--- src/rtl/panel_ctrl.sv ---
// Front-panel control: synchronises and debounces switches and the step button, and
// produces a rate-programmable one-cycle CPU enable with single-step while paused.
module panel_ctrl #(
    parameter int ADDR_BITS  = 12,
    parameter int N          = 100_000_000,
    parameter int NUM_RATES  = 4,
    parameter int DEB_CYCLES = 1_000_000,
    parameter int RB         = (NUM_RATES > 1) ? $clog2(NUM_RATES) : 1
) (
    input  logic                   clk,
    input  logic                   rst,
    input  logic [ADDR_BITS+3:0]   SW,
    input  logic                   btn_step,
    output logic                   cpu_en,
    output logic                   cpu_go,
    output logic                   cpu_rst,
    output logic [RB-1:0]          rate_idx,
    output logic [2:0]             display_op,
    output logic [ADDR_BITS-3:0]   ram_display_addr
);

    localparam int NIN = ADDR_BITS + 5;
    localparam int BTN = ADDR_BITS + 4;
    localparam int PW  = (DEB_CYCLES > 1) ? $clog2(DEB_CYCLES) : 1;
    localparam int CW  = $clog2(N + 1);

    logic [NIN-1:0] r_sync1;
    logic [NIN-1:0] r_sync2;
    logic [NIN-1:0] w_db;
    logic [PW-1:0]  r_pre;
    logic           w_deb_tick;

    always_ff @(posedge clk) begin
        if (rst) begin
            r_sync1 <= '0;
            r_sync2 <= '0;
        end else begin
            r_sync1 <= {btn_step, SW};
            r_sync2 <= r_sync1;
        end
    end

    assign w_deb_tick = (r_pre == PW'(DEB_CYCLES - 1));

    always_ff @(posedge clk) begin
        if (rst || w_deb_tick) begin
            r_pre <= '0;
        end else begin
            r_pre <= r_pre + PW'(1);
        end
    end

    genvar gi;
    generate
        for (gi = 0; gi < NIN; gi++) begin : g_deb
            logic [1:0] r_cnt;
            logic       r_bit;

            // Any sample agreeing with the current level restarts the run of three.
            always_ff @(posedge clk) begin
                if (rst) begin
                    r_cnt <= 2'd0;
                    r_bit <= 1'b0;
                end else if (w_deb_tick) begin
                    if (r_sync2[gi] != r_bit) begin
                        if (r_cnt == 2'd2) begin
                            r_bit <= r_sync2[gi];
                            r_cnt <= 2'd0;
                        end else begin
                            r_cnt <= r_cnt + 2'd1;
                        end
                    end else begin
                        r_cnt <= 2'd0;
                    end
                end
            end

            assign w_db[gi] = r_bit;
        end
    endgenerate

    logic r_sw2_prev;
    logic r_btn_prev;
    logic r_step_edge;
    logic r_step_pend;
    logic w_rate_edge;

    assign w_rate_edge = w_db[2] & ~r_sw2_prev;

    always_ff @(posedge clk) begin
        if (rst) begin
            r_sw2_prev  <= 1'b0;
            r_btn_prev  <= 1'b0;
            r_step_edge <= 1'b0;
            r_step_pend <= 1'b0;
        end else begin
            r_sw2_prev  <= w_db[2];
            r_btn_prev  <= w_db[BTN];
            r_step_edge <= w_db[BTN] & ~r_btn_prev;
            r_step_pend <= r_step_edge & ~cpu_go & ~cpu_rst;
        end
    end

    always_ff @(posedge clk) begin
        if (rst) begin
            cpu_go           <= 1'b0;
            cpu_rst          <= 1'b1;
            display_op       <= 3'd0;
            ram_display_addr <= '0;
        end else begin
            cpu_go           <= w_db[0];
            cpu_rst          <= w_db[1];
            display_op       <= w_db[5:3];
            ram_display_addr <= w_db[ADDR_BITS+3:6];
        end
    end

    logic [CW-1:0] w_div_m1_tab [NUM_RATES];
    logic [CW-1:0] r_cnt;
    logic          w_tc;

    generate
        for (gi = 0; gi < NUM_RATES; gi++) begin : g_div
            localparam int DIV = ((N >> gi) > 0) ? (N >> gi) : 1;
            assign w_div_m1_tab[gi] = CW'(DIV - 1);
        end
    endgenerate

    assign w_tc = (r_cnt == w_div_m1_tab[rate_idx]);

    // A rate change takes priority over a coincident terminal count.
    always_ff @(posedge clk) begin
        if (rst) begin
            rate_idx <= '0;
            r_cnt    <= '0;
        end else if (w_rate_edge) begin
            rate_idx <= (rate_idx == RB'(NUM_RATES - 1)) ? '0 : rate_idx + RB'(1);
            r_cnt    <= '0;
        end else if (cpu_rst) begin
            r_cnt <= '0;
        end else if (cpu_go) begin
            r_cnt <= w_tc ? '0 : r_cnt + CW'(1);
        end
    end

    assign cpu_en = ~cpu_rst & (cpu_go ? (w_tc & ~w_rate_edge) : r_step_pend);

endmodule
--- config.mk ---
export PLATFORM = sky130hd
export DESIGN_NAME = panel_ctrl
export DESIGN_NICKNAME = d
export VERILOG_FILES = /design/src/rtl/panel_ctrl.sv
export SDC_FILE = /design/constraint.sdc
export NUM_CORES = 1
export LEC_CHECK = 0
export ABC_CLOCK_PERIOD_IN_PS = 2720
export BUFFER_PORTS_ARGS = -buffer_cell sky130_fd_sc_hd__buf_2
export CAP_MARGIN = 0
export CORE_ASPECT_RATIO = 1.75
export CORE_MARGIN = 2
export CORE_UTILIZATION = 40
export CTS_CLUSTER_SIZE = 12
export DETAILED_ROUTE_END_ITERATION = 12
export PLACE_DENSITY_LB_ADDON = 0.3
export SLEW_MARGIN = 10
export SYNTH_ARGS = -nofsm -noshare
export SYNTH_HDL_FRONTEND = slang
export SYNTH_SLANG_ARGS = --single-unit
--- constraint.sdc ---
create_clock -name clk -period 2.72 [get_ports clk]
set_clock_uncertainty 0.2 [all_clocks]
set_input_delay 0.136 -clock clk [delete_from_list [all_inputs] [get_ports clk]]
set_output_delay 0.136 -clock clk [all_outputs]
set_load 0.02 [all_outputs]
* Word level (Yosys, flattened, before mapping) *
Index checks and enable logic that the tools add are counted.
Widths: inputs -> output; s select.

operators by class
  $add $sub $neg = 20
  $lt $le $gt $ge = 1
  equal/unequal tests = 37
  mux-type cells = 40
  bitwise gates (word level) = 12
  reductions and logical operators = 19

operators by type and width
  cell                   count
  $mux 27                3
  $mux 2                 35
  $bmux 27 s2            1
  $reduce_and 3->1       17
  $add 2x1->2 const B    18
  $eq 2x2->1 const B     18
  $add 27x1->27 const B  1
  $eq 27x27->1           1
  $add 20x1->20 const B  1
  $eq 20x20->1 const B   1
  $ne 1x1->1             17
  $and 1x1->1            6
  $not 1->1              5
  $ge 3x3->1 const B     1
  $not 2->3              1
  $reduce_or 3->1        1
  $logic_or 1x1->1       1
  $mux 1                 1

storage, ports and cells
  register bits = 153
  input bits = 19
  output and inout port bits = 18
  logic and storage cells = 176

* Depth between registers and ports, before layout *
Gate-level depths: netlist of run 1.

  depth in word-level cells = 8
  mapped depth = 9
  depth with buffers taken out = 7

* Least setup slack after synthesis of run 1 *
No wires, ideal clock.

  kind = reg-to-reg
  from = register rate_idx[0]
  to = register r_cnt[17]
  setup time = 134 ps
  arrival = 2170 ps
  data required time = 2386 ps
  slack = 217 ps
  cell stages (with the launch flop) = 9
  path buffers = 2
  period minus slack after synthesis = 2503 ps
  cell sequence = dfxtp_1 -> inv_1 -> ha_1 -> or4_1 -> a222oi_1 -> and3_1 -> buf_4 -> buf_6 -> nor3_1

between the ends
  longest elaborated chain between the ends = 6

ends and longest elaborated chain
  what                                        line  source
  start, declared                             17    output logic [RB-1:0] rate_idx,
  start signal, assigned                      137   rate_idx <= (rate_idx == RB'(NUM_RATES - 1)) ? '0 : rate_idx + RB'(1);
  $not 2->3 (implied by the code)             129   assign w_tc = (r_cnt == w_div_m1_tab[rate_idx]);
  $bmux 27 s2                                 129
  $mux 27 (implied by the code) (2 in a row)  129
  $eq 27x27->1                                129
  $mux 27                                     142   r_cnt <= w_tc ? '0 : r_cnt + CW'(1);
  end signal, assigned                        142
  end, declared                               119   logic [CW-1:0] r_cnt;

Every way passes these cells. The select of a mux whose other input is x is not followed.
A chain may end at the register's enable or synchronous reset.

* Final worst setup path of run 1 *
  from = register rate_idx[1]
  to = output port cpu_en

between the ends
  longest elaborated chain between the ends = 8

ends and longest elaborated chain
  what                                        line  source
  $not 2->3 (implied by the code)             129
  $bmux 27 s2                                 129
  $mux 27 (implied by the code) (2 in a row)  129
  $eq 27x27->1                                129
  $and 1x1->1                                 146   assign cpu_en = ~cpu_rst & (cpu_go ? (w_tc & ~w_rate_edge) : r_step_pend);
  $mux 1                                      146
  $and 1x1->1                                 146
  end, declared                               14    output logic cpu_en,

Every way passes these cells. The select of a mux whose other input is x is not followed.

==> results_dict.tcl, run 1 <==
set metrics [dict create \
    synth_area_um2 6150 \
    nNetsFinal 744 \
    finalSetupTns_ps 0 \
    synth_edf_count 0 \
    setup_viol 0 \
    place_area_um2 6500 \
    vias 4637 \
    drv_slew 0 \
    design_area_um2 7420 \
    io_buffers 36 \
    cp.arrival_ps 2290 \
    cts_max_path_buffers 2 \
    grt_pass1_vias 4546 \
    async_flop_share_pct 0 \
    period_needed_ps 2630 \
    fin_cells 917 \
    syn_area_per_cell_um2 9.37 \
    grt-ovfl-total 0 \
    synthesis.nets 682 \
    gp_congestion 0.857 \
    ys_types 43 \
    ys_seq_elements 153 \
    cp_slowest_cell "or4_1" \
    coreArea_um2 15200 \
    drt_wl_total_mm 12.2 \
    clock_sinks 153 \
    critical_path_class "flip-flop to output port" \
    root_buffer "clkbuf_16" \
    rows 60 \
    path_clk_slew_ps 70 \
    viasPerCell 5.06 \
    grt_max_degree 68 \
    wl_per_cell_um 13.3 \
    start_kind "flip-flop" \
    cts_max_level 4 \
    crit_required_ps 2380 \
    crit_fanout 5 \
    cap_violations 0 \
    worst_hold_slack_ps 185 \
    die_y_um 168 \
    cp_cell_sequence "inv_4, ha_4, or4_1, a222oi_1, nand4b_1, a21oi_1, buf_4" \
    ios 37 \
    syn-instance-count 656 \
    power_density_nw_per_um2 636 \
    fin_crit_sh_pct 96.6 \
    grt_pass1_wl_mm 20.7 \
    rsz0062_at_grt "yes" \
    netlist_top_cells_area "dfxtp_1, xnor2_1, nor2b_1" \
    maxSlewHeadroom_pct 54.3 \
    dieArea_um2 16400 \
    worst_slew_pin_slew_ps 685 \
    fmax_mhz 381 \
    synth_top_area_share_pct 49.8 \
    syn_to_final_growth_pct 20.7 \
    clk_latency_ps 420 \
    drive_above_1_share_pct 14.4 \
    outcome "complete, no violations" \
    ant_nets 0 \
    grtUsageTotal_pct 15.4 \
    cts_tree "yes" \
    critPathMaxStageDelay_ps 460 \
    ys_warn_count 0 \
    n_antenna_cell 0 \
    place_inst 854 \
    drtIter0Drc 175 \
    die_w_um 97.7 \
    ir_worst_vdd_mv 0.448 \
    dominantRegCellSynth "dfxtp_1" \
    layout_common_cells "dfxtp_1, nor2_1, nor2b_1, nand2_1, xnor2_1" \
    start_util_pct 40.4 \
    antenna_found_initial 0 \
    cp-end-kind "output port" \
    hpwlAfterDp_mm 8.20 \
    synth_top_area_cell "dfxtp_1" \
    synth.yosys.seq_area_share_pct 49.8 \
    mostFrequentLayoutCell "dfxtp_1" \
    hold_violations 0 \
    hold_path.class "flip-flop to flip-flop" \
    drc_errors 0 \
    drtPass1Iterations 5 \
    numCtsBuffers 17 \
    power_leakage_nw 2.65 \
]
area by class of cell:
| cell class | instances | area (um^2) |
|---|---|---|
| well taps | 186 | 233 |
| clock inverters | 15 | 171 |
| clock buffers | 17 | 425 |
| repair buffers | 77 | 582 |
| multi-input cells | 459 | 2900 |
| flip-flops and latches | 153 | 3070 |
| inverters | 10 | 42.5 |
| fillers | 1441 | 7820 |
power breakdown:
part / switching (W) / leakage [nW] / internal (W) / total, W
logic: 0.0000592 / 1.11 / 0.0000612 / 0.000120
clock network: 0.00108 / 0.293 / 0.00124 / 0.00232
registers: 0.0000128 / 1.24 / 0.00227 / 0.00228
synthesized netlist by cell type, types with 2 or more instances:
cell and instances:
nor4_1 7, ha_1 7, xnor2_1 42, dfxtp_1 153, nand4_1 9, nand3_1 30, nor3_1 34, nand2_1 52
and3b_1 4, nor3_2 4, nor2_1 68, xor2_1 19, nand2b_1 3, o21ai_0 2, and2_1 2, buf_6 3
or4_4 2, a21oi_1 38, o22ai_1 2, nor2b_1 53, or2_2 2, buf_2 7, buf_1 3, mux2i_1 18
buf_4 2, clkbuf_1 19, nand4_4 2, inv_1 10, nor4b_1 19, and3_1 10, nand3b_1 18
cells by family after synthesis:
kind of cell               after synthesis  synth area share [%]
and+or+nand+nor                        328                  29.9
DFF                                    153                  49.8
xor gates and xnor gates                61                  8.69
AOI/OAI and AO/OA                       44                  3.74
buffers and inverters                   44                  3.32
muxes                                   19                  3.11
adders and majority gates                7                  1.42
what timing repair did:
action | 4_1_cts | 5_1_grt
setup buffers | 0 | 7
gates resized for setup | 4 | 9
hold buffers | 24 | 0
pin swaps | 1 | 5
endpoints found under the hold margin | 48 | 0
endpoints found under the setup margin | 1 | 1
metrics by stage:
stage               worst slack (ps)  utilization, %  total power [W]
detailed placement               237            42.6          0.00243
CTS                             6.40            48.2          0.00478
global placement                 333            42.6          0.00242
finish                          92.1            48.7          0.00472
floorplan                        217               -          0.00240
global route                   -11.4            48.7          0.00490
final timing paths:
path | from | endpoint | slack, ps | cells past startpoint
worst max-delay path | rate_idx[1] | cpu_en | 90 | 7
worst min register to register | r_btn_prev | r_step_edge | 180 | 1
worst max register to register | rate_idx[1] | r_cnt[1] | 440 | 7
worst min-delay path | r_btn_prev | r_step_edge | 180 | 1
critical path: cells and delay by family, from the launching register on:
family | cells | cell delay [ps]
simple gates | 2 | 610
buf+inv | 2 | 210
fa+ha+maj | 1 | 160
flops | 1 | 390
compound gates | 2 | 520
sequential cells by signal (all words and copies together), names as in the netlist:
signal and count:
r_cnt 27, r_sync2 17, cpu_go 1, r_sw2_prev 1, g_deb.r_cnt 34, g_deb.r_bit 17, r_step_pend 1, r_sync1 17
cpu_rst 1, ram_display_addr 10, r_step_edge 1, r_btn_prev 1, r_pre 20, display_op 3, rate_idx 2
per-layer routing:
layer / wire length, um / part of all wire [%] / track usage (%) / up-vias
met5: 0 / 0 / 0 / -
met4: 265 / 2.2 / 6.40 / 0
met3: 308 / 2.5 / 3.65 / 17
met2: 6770 / 55 / 29.5 / 57
met1: 4880 / 40 / 15.7 / 2214
li1: - / - / - / 2349
No activity file was read; power rests on OpenSTA's default activity.
==> inputs of run 2 (changes only) <==
ABC_CLOCK_PERIOD_IN_PS = 2750   (was 2720)
clock period = 2.75 ns   (was 2.72 ns; I/O delays follow)
==> run 2 against run 1 <==
Effect of this change:
- utilization fell by 0.26 points
- register-to-register slack about the same
- via count shrank 1.4%
- critical path depth did not move
- largest cell class unchanged
==> results_dict.tcl, run 2 (same netlist as run 1, synthesis figures left out) <==
set metrics [dict create \
    post-place-ws_ps 286 \
    syn_to_final_growth_pct 20.0 \
    grt_max_degree 68 \
    cp-end-kind "output port" \
    root_buffer "clkbuf_16" \
    rr_startpoint "rate_idx[0]" \
    ir_worst_vdd_mv 0.344 \
    start_util_pct 40.4 \
    crit_buf_inv 2 \
    critical_path_class "flip-flop to output port" \
    antenna_found_initial 0 \
    critPathLaunch "rate_idx[0]" \
    drive_above_1_share_pct 13.7 \
    clock_sinks 153 \
    ios 37 \
    viasPerCell 5.02 \
    rows 60 \
    cp_slowest_cell "or4_1" \
    largest_register_ffs 34 \
    numCtsBuffers 17 \
    power_leakage_nw 2.62 \
    drt_wl_total_mm 12.2 \
    critPathMaxStageDelay_ps 460 \
    io_buffers 36 \
    layout_common_cells "dfxtp_1, nor2_1, nor2b_1, nand2_1, xnor2_1" \
    outcome "complete, no violations" \
    wl_per_cell_um 13.4 \
    grt_pass1_wl_mm 20.8 \
    grt_pass1_vias 4641 \
    coreArea_um2 15200 \
    dieArea_um2 16400 \
    die_y_um 168 \
    hpwlAfterDp_mm 8.24 \
    period_needed_ps 2660 \
    cap_violations 0 \
    top_regs "g_deb.r_cnt: 34 flops, r_cnt: 27 flops, r_pre: 20 flops" \
    drtIter0Drc 182 \
    start_kind "flip-flop" \
    die_w_um 97.7 \
    hold_violations 0 \
    setup_viol 0 \
    crit_required_ps 2410 \
    cp_cell_sequence "inv_4, ha_2, or4_1, a222oi_1, nand4b_1, a21oi_2, buf_4" \
    n_antenna_cell 0 \
    vias 4571 \
    regMostFlops "g_deb.r_cnt" \
    clk_latency_ps 420 \
    maxSlewHeadroom_pct 56.9 \
    drc_errors 0 \
    worst_slack_ps 86.1 \
    cts_max_level 4 \
    grtUsageTotal_pct 15.4 \
    nNetsFinal 738 \
    worstHoldStart "r_btn_prev" \
    crit_family "simple AND/OR/NAND/NOR gates" \
    rsz0062_at_grt "no" \
    crit_fanout 5 \
    path_clk_slew_ps 60 \
    gp_congestion 0.857 \
    power_density_nw_per_um2 641 \
    grt-ovfl-total 0 \
    drtPass1Iterations 5 \
    hold_path.class "flip-flop to flip-flop" \
    cts_max_path_buffers 2 \
    ant_nets 0 \
    finalSetupTns_ps 0 \
    cp.arrival_ps 2330 \
    cts_tree "yes" \
    worst_slew_pin_slew_ps 647 \
    total_power_w 0.00473 \
    worst_hold_slack_ps 185 \
    drv_slew 0 \
    mostFrequentLayoutCell "dfxtp_1" \
    fin_crit_sh_pct 96.9 \
    fmax_mhz 375 \
    fin_util_pct 48.4 \
]
run 2: repair_timing:
item                                    CTS  global route
gates resized for setup                   2             9
hold endpoints to repair                 46             0
pin swaps                                 1             3
hold buffers                             24             0
buffers inserted                          0             1
endpoints found under the setup margin    1             1
run 2: worst paths after layout:
kind / depth (start not counted) / end / slack [ps]
setup / recovery: 7 / cpu_en / 90
hold / removal: 1 / r_step_edge / 180
setup reg to reg: 7 / r_cnt[15] / 440
hold reg to reg: 1 / r_step_edge / 180
run 2: power breakdown:
part           total (W)  internal (W)  switching, W
Sequential       0.00225       0.00224     0.0000127
Combinational   0.000120     0.0000606     0.0000593
Clock            0.00236       0.00137      0.000984
run 2: metrics by stage:
step | area (um^2) | cells
after floorplan | 6150 | 656
after CTS | 7350 | 910
after global routing | 7380 | 911
final | 7380 | 911
after detailed placement | 6500 | 854
after global placement | 6500 | 854
run 2: area by class of cell:
class | instances | area [um^2]
flip-flops and latches | 153 | 3070
well taps | 186 | 233
fillers | 1396 | 7860
inverters | 10 | 40.0
repair buffers | 71 | 533
clock inverters | 15 | 179
clock buffers | 17 | 425
multi-input cells | 459 | 2900
run 2: metal layers:
layer	GRT usage [%]	vias up	wire length, um
li1	-	2330	-
met3	3.99	19	316
met1	16.2	2154	4940
met5	0	-	0
met4	6.70	0	259
met2	28.6	68	6710
==> inputs of run 3 (changes only) <==
ABC_CLOCK_PERIOD_IN_PS = 2700   (was 2750)
BUFFER_PORTS_ARGS = -buffer_cell sky130_fd_sc_hd__clkbuf_2   (was -buffer_cell sky130_fd_sc_hd__buf_2)
clock period = 2.7 ns   (was 2.75 ns; I/O delays follow)
==> run 3 against run 2 <==
Effect of this change:
- count of clock-buffer cells in the layout unchanged
- register-to-register slack got worse by 40 ps
- via count increased by 0.22%
- worst hold slack got worse by 1.8 ps
- sequential power increased by 2%
- global-route usage increased by 0.40 points
- critical path type unchanged
- critical endpoint unchanged
==> results_dict.tcl, run 3 (same netlist as run 1, synthesis figures left out) <==
set metrics [dict create \
    worst_hold_slack_ps 183 \
    mostFrequentLayoutCell "dfxtp_1" \
    top_regs "g_deb.r_cnt: 34 flops, r_cnt: 27 flops, r_pre: 20 flops" \
    drive_above_1_share_pct 14.5 \
    drv_slew 0 \
    syn_to_final_growth_pct 19.5 \
    clk_latency_ps 420 \
    layout_common_cells "dfxtp_1, nor2_1, nor2b_1, nand2_1, xnor2_1" \
    hold_violations 0 \
    place_area_um2 6500 \
    grtUsageTotal_pct 15.8 \
    setup_viol 0 \
    fin_util_pct 48.2 \
    root_buffer "clkbuf_16" \
    fin_crit_sh_pct 98.0 \
    cp-end-kind "output port" \
    antenna_found_initial 0 \
    register_area_um2 3070 \
    design_area_um2 7350 \
    hpwlAfterDp_mm 8.57 \
    path_clk_slew_ps 60 \
    hold_path.class "flip-flop to flip-flop" \
    power_leakage_nw 2.60 \
    maxSlewHeadroom_pct 51.0 \
    regMostFlops "g_deb.r_cnt" \
    rows 60 \
    crit_required_ps 2370 \
    numCtsBuffers 17 \
    cp.arrival_ps 2310 \
    coreArea_um2 15200 \
    ios 37 \
    drtPass1Iterations 4 \
    n_fill_cell 1445 \
    start_kind "flip-flop" \
    cts_max_path_buffers 2 \
    clock_sinks 153 \
    outcome "complete, no violations" \
    fmax_mhz 378 \
    dieArea_um2 16400 \
    n_antenna_cell 0 \
    power_density_nw_per_um2 653 \
    io_buffers 36 \
    start_util_pct 40.4 \
    rsz0062_at_grt "yes" \
    cts_tree "yes" \
    grt_pass1_vias 4585 \
    wl_per_cell_um 13.8 \
    critical_path_class "flip-flop to output port" \
    crit_fanout 6 \
    worst_slew_pin_slew_ps 735 \
    period_needed_ps 2650 \
    viasPerCell 5.03 \
    ir_worst_vdd_mv 0.418 \
    finalSetupTns_ps 0 \
    grt_max_degree 65 \
    die_y_um 168 \
    gp_congestion 0.824 \
    multi_input_area_um2 2900 \
    grt_pass1_wl_mm 21.2 \
    grt-ovfl-total 0 \
    nNetsFinal 737 \
    vias 4581 \
    drc_errors 0 \
    die_w_um 97.7 \
    largest_register_ffs 34 \
    drtIter0Drc 154 \
    drt_wl_total_mm 12.5 \
    cap_violations 0 \
    cts_max_level 4 \
    ant_nets 0 \
]
==> run 3: cell types whose count changed in the layout (fill, tap and decap cells not counted), sizes merged <==
cell         previous run  this run
inv                    19        18
clkinv                  2         4
clkinvlp                2         1
dlygate4sd3            24        18
buf                    47        18
clkbuf                 17        51
==> run 3: final timing paths <==
kind	cells after the start	endpoint	slack (ps)	start
hold / removal	1	r_step_edge	180	r_btn_prev
setup reg to reg	7	r_cnt[6]	400	rate_idx[1]
setup / recovery	7	cpu_en	50	rate_idx[1]
hold reg to reg	1	r_step_edge	180	r_btn_prev
==> run 3: per-stage QoR <==
step | total power [W] | cells | worst slack, ps
final | 0.00480 | 910 | 53.2
after global routing | 0.00497 | 910 | -81.8
after CTS | 0.00486 | 907 | 8.11
after detailed placement | 0.00245 | 856 | 191
after global placement | 0.00244 | 856 | 275
after floorplan | 0.00241 | 656 | 197
==> run 3: worst max-delay path: stages (launching register included) <==
cell and delay, ps:
dfxtp_4 390, inv_4 50, ha_4 170, or4_4 460
a222oi_1 380, nand4b_1 140, a21oi_1 150, buf_4 160
==> run 3: where the power goes <==
group          internal (W)  switching (W)  leakage [nW]
Clock               0.00140       0.000991         0.294
Sequential          0.00228      0.0000130          1.24
Combinational     0.0000550      0.0000599          1.06
==> run 3: layer usage <==
| metal | part of all wire [%] | vias to the layer above | track usage [%] |
|---|---|---|---|
| met3 | 2.5 | 18 | 3.69 |
| li1 | - | 2332 | - |
| met4 | 2.0 | 0 | 6.34 |
| met5 | 0 | - | 0 |
| met2 | 55 | 67 | 29.8 |
| met1 | 41 | 2164 | 16.6 |
==> run 3: cell type report <==
| type | instances | area share (%) |
|---|---|---|
| clock buffers | 17 | 5.79 |
| repair buffers | 70 | 6.78 |
| well taps | 186 | 3.17 |
| multi-input cells | 459 | 39.5 |
| inverters | 10 | 0.579 |
| flip-flops and latches | 153 | 41.8 |
| clock inverters | 15 | 2.42 |
==> run 3: what timing repair did <==
item / CTS / global route
hold endpoints to repair: 20 / 0
hold buffers: 18 / 0
gates resized for setup: 7 / 7
endpoints found under the setup margin: 1 / 1
pin swaps: 2 / 4
buffers inserted: 1 / 3
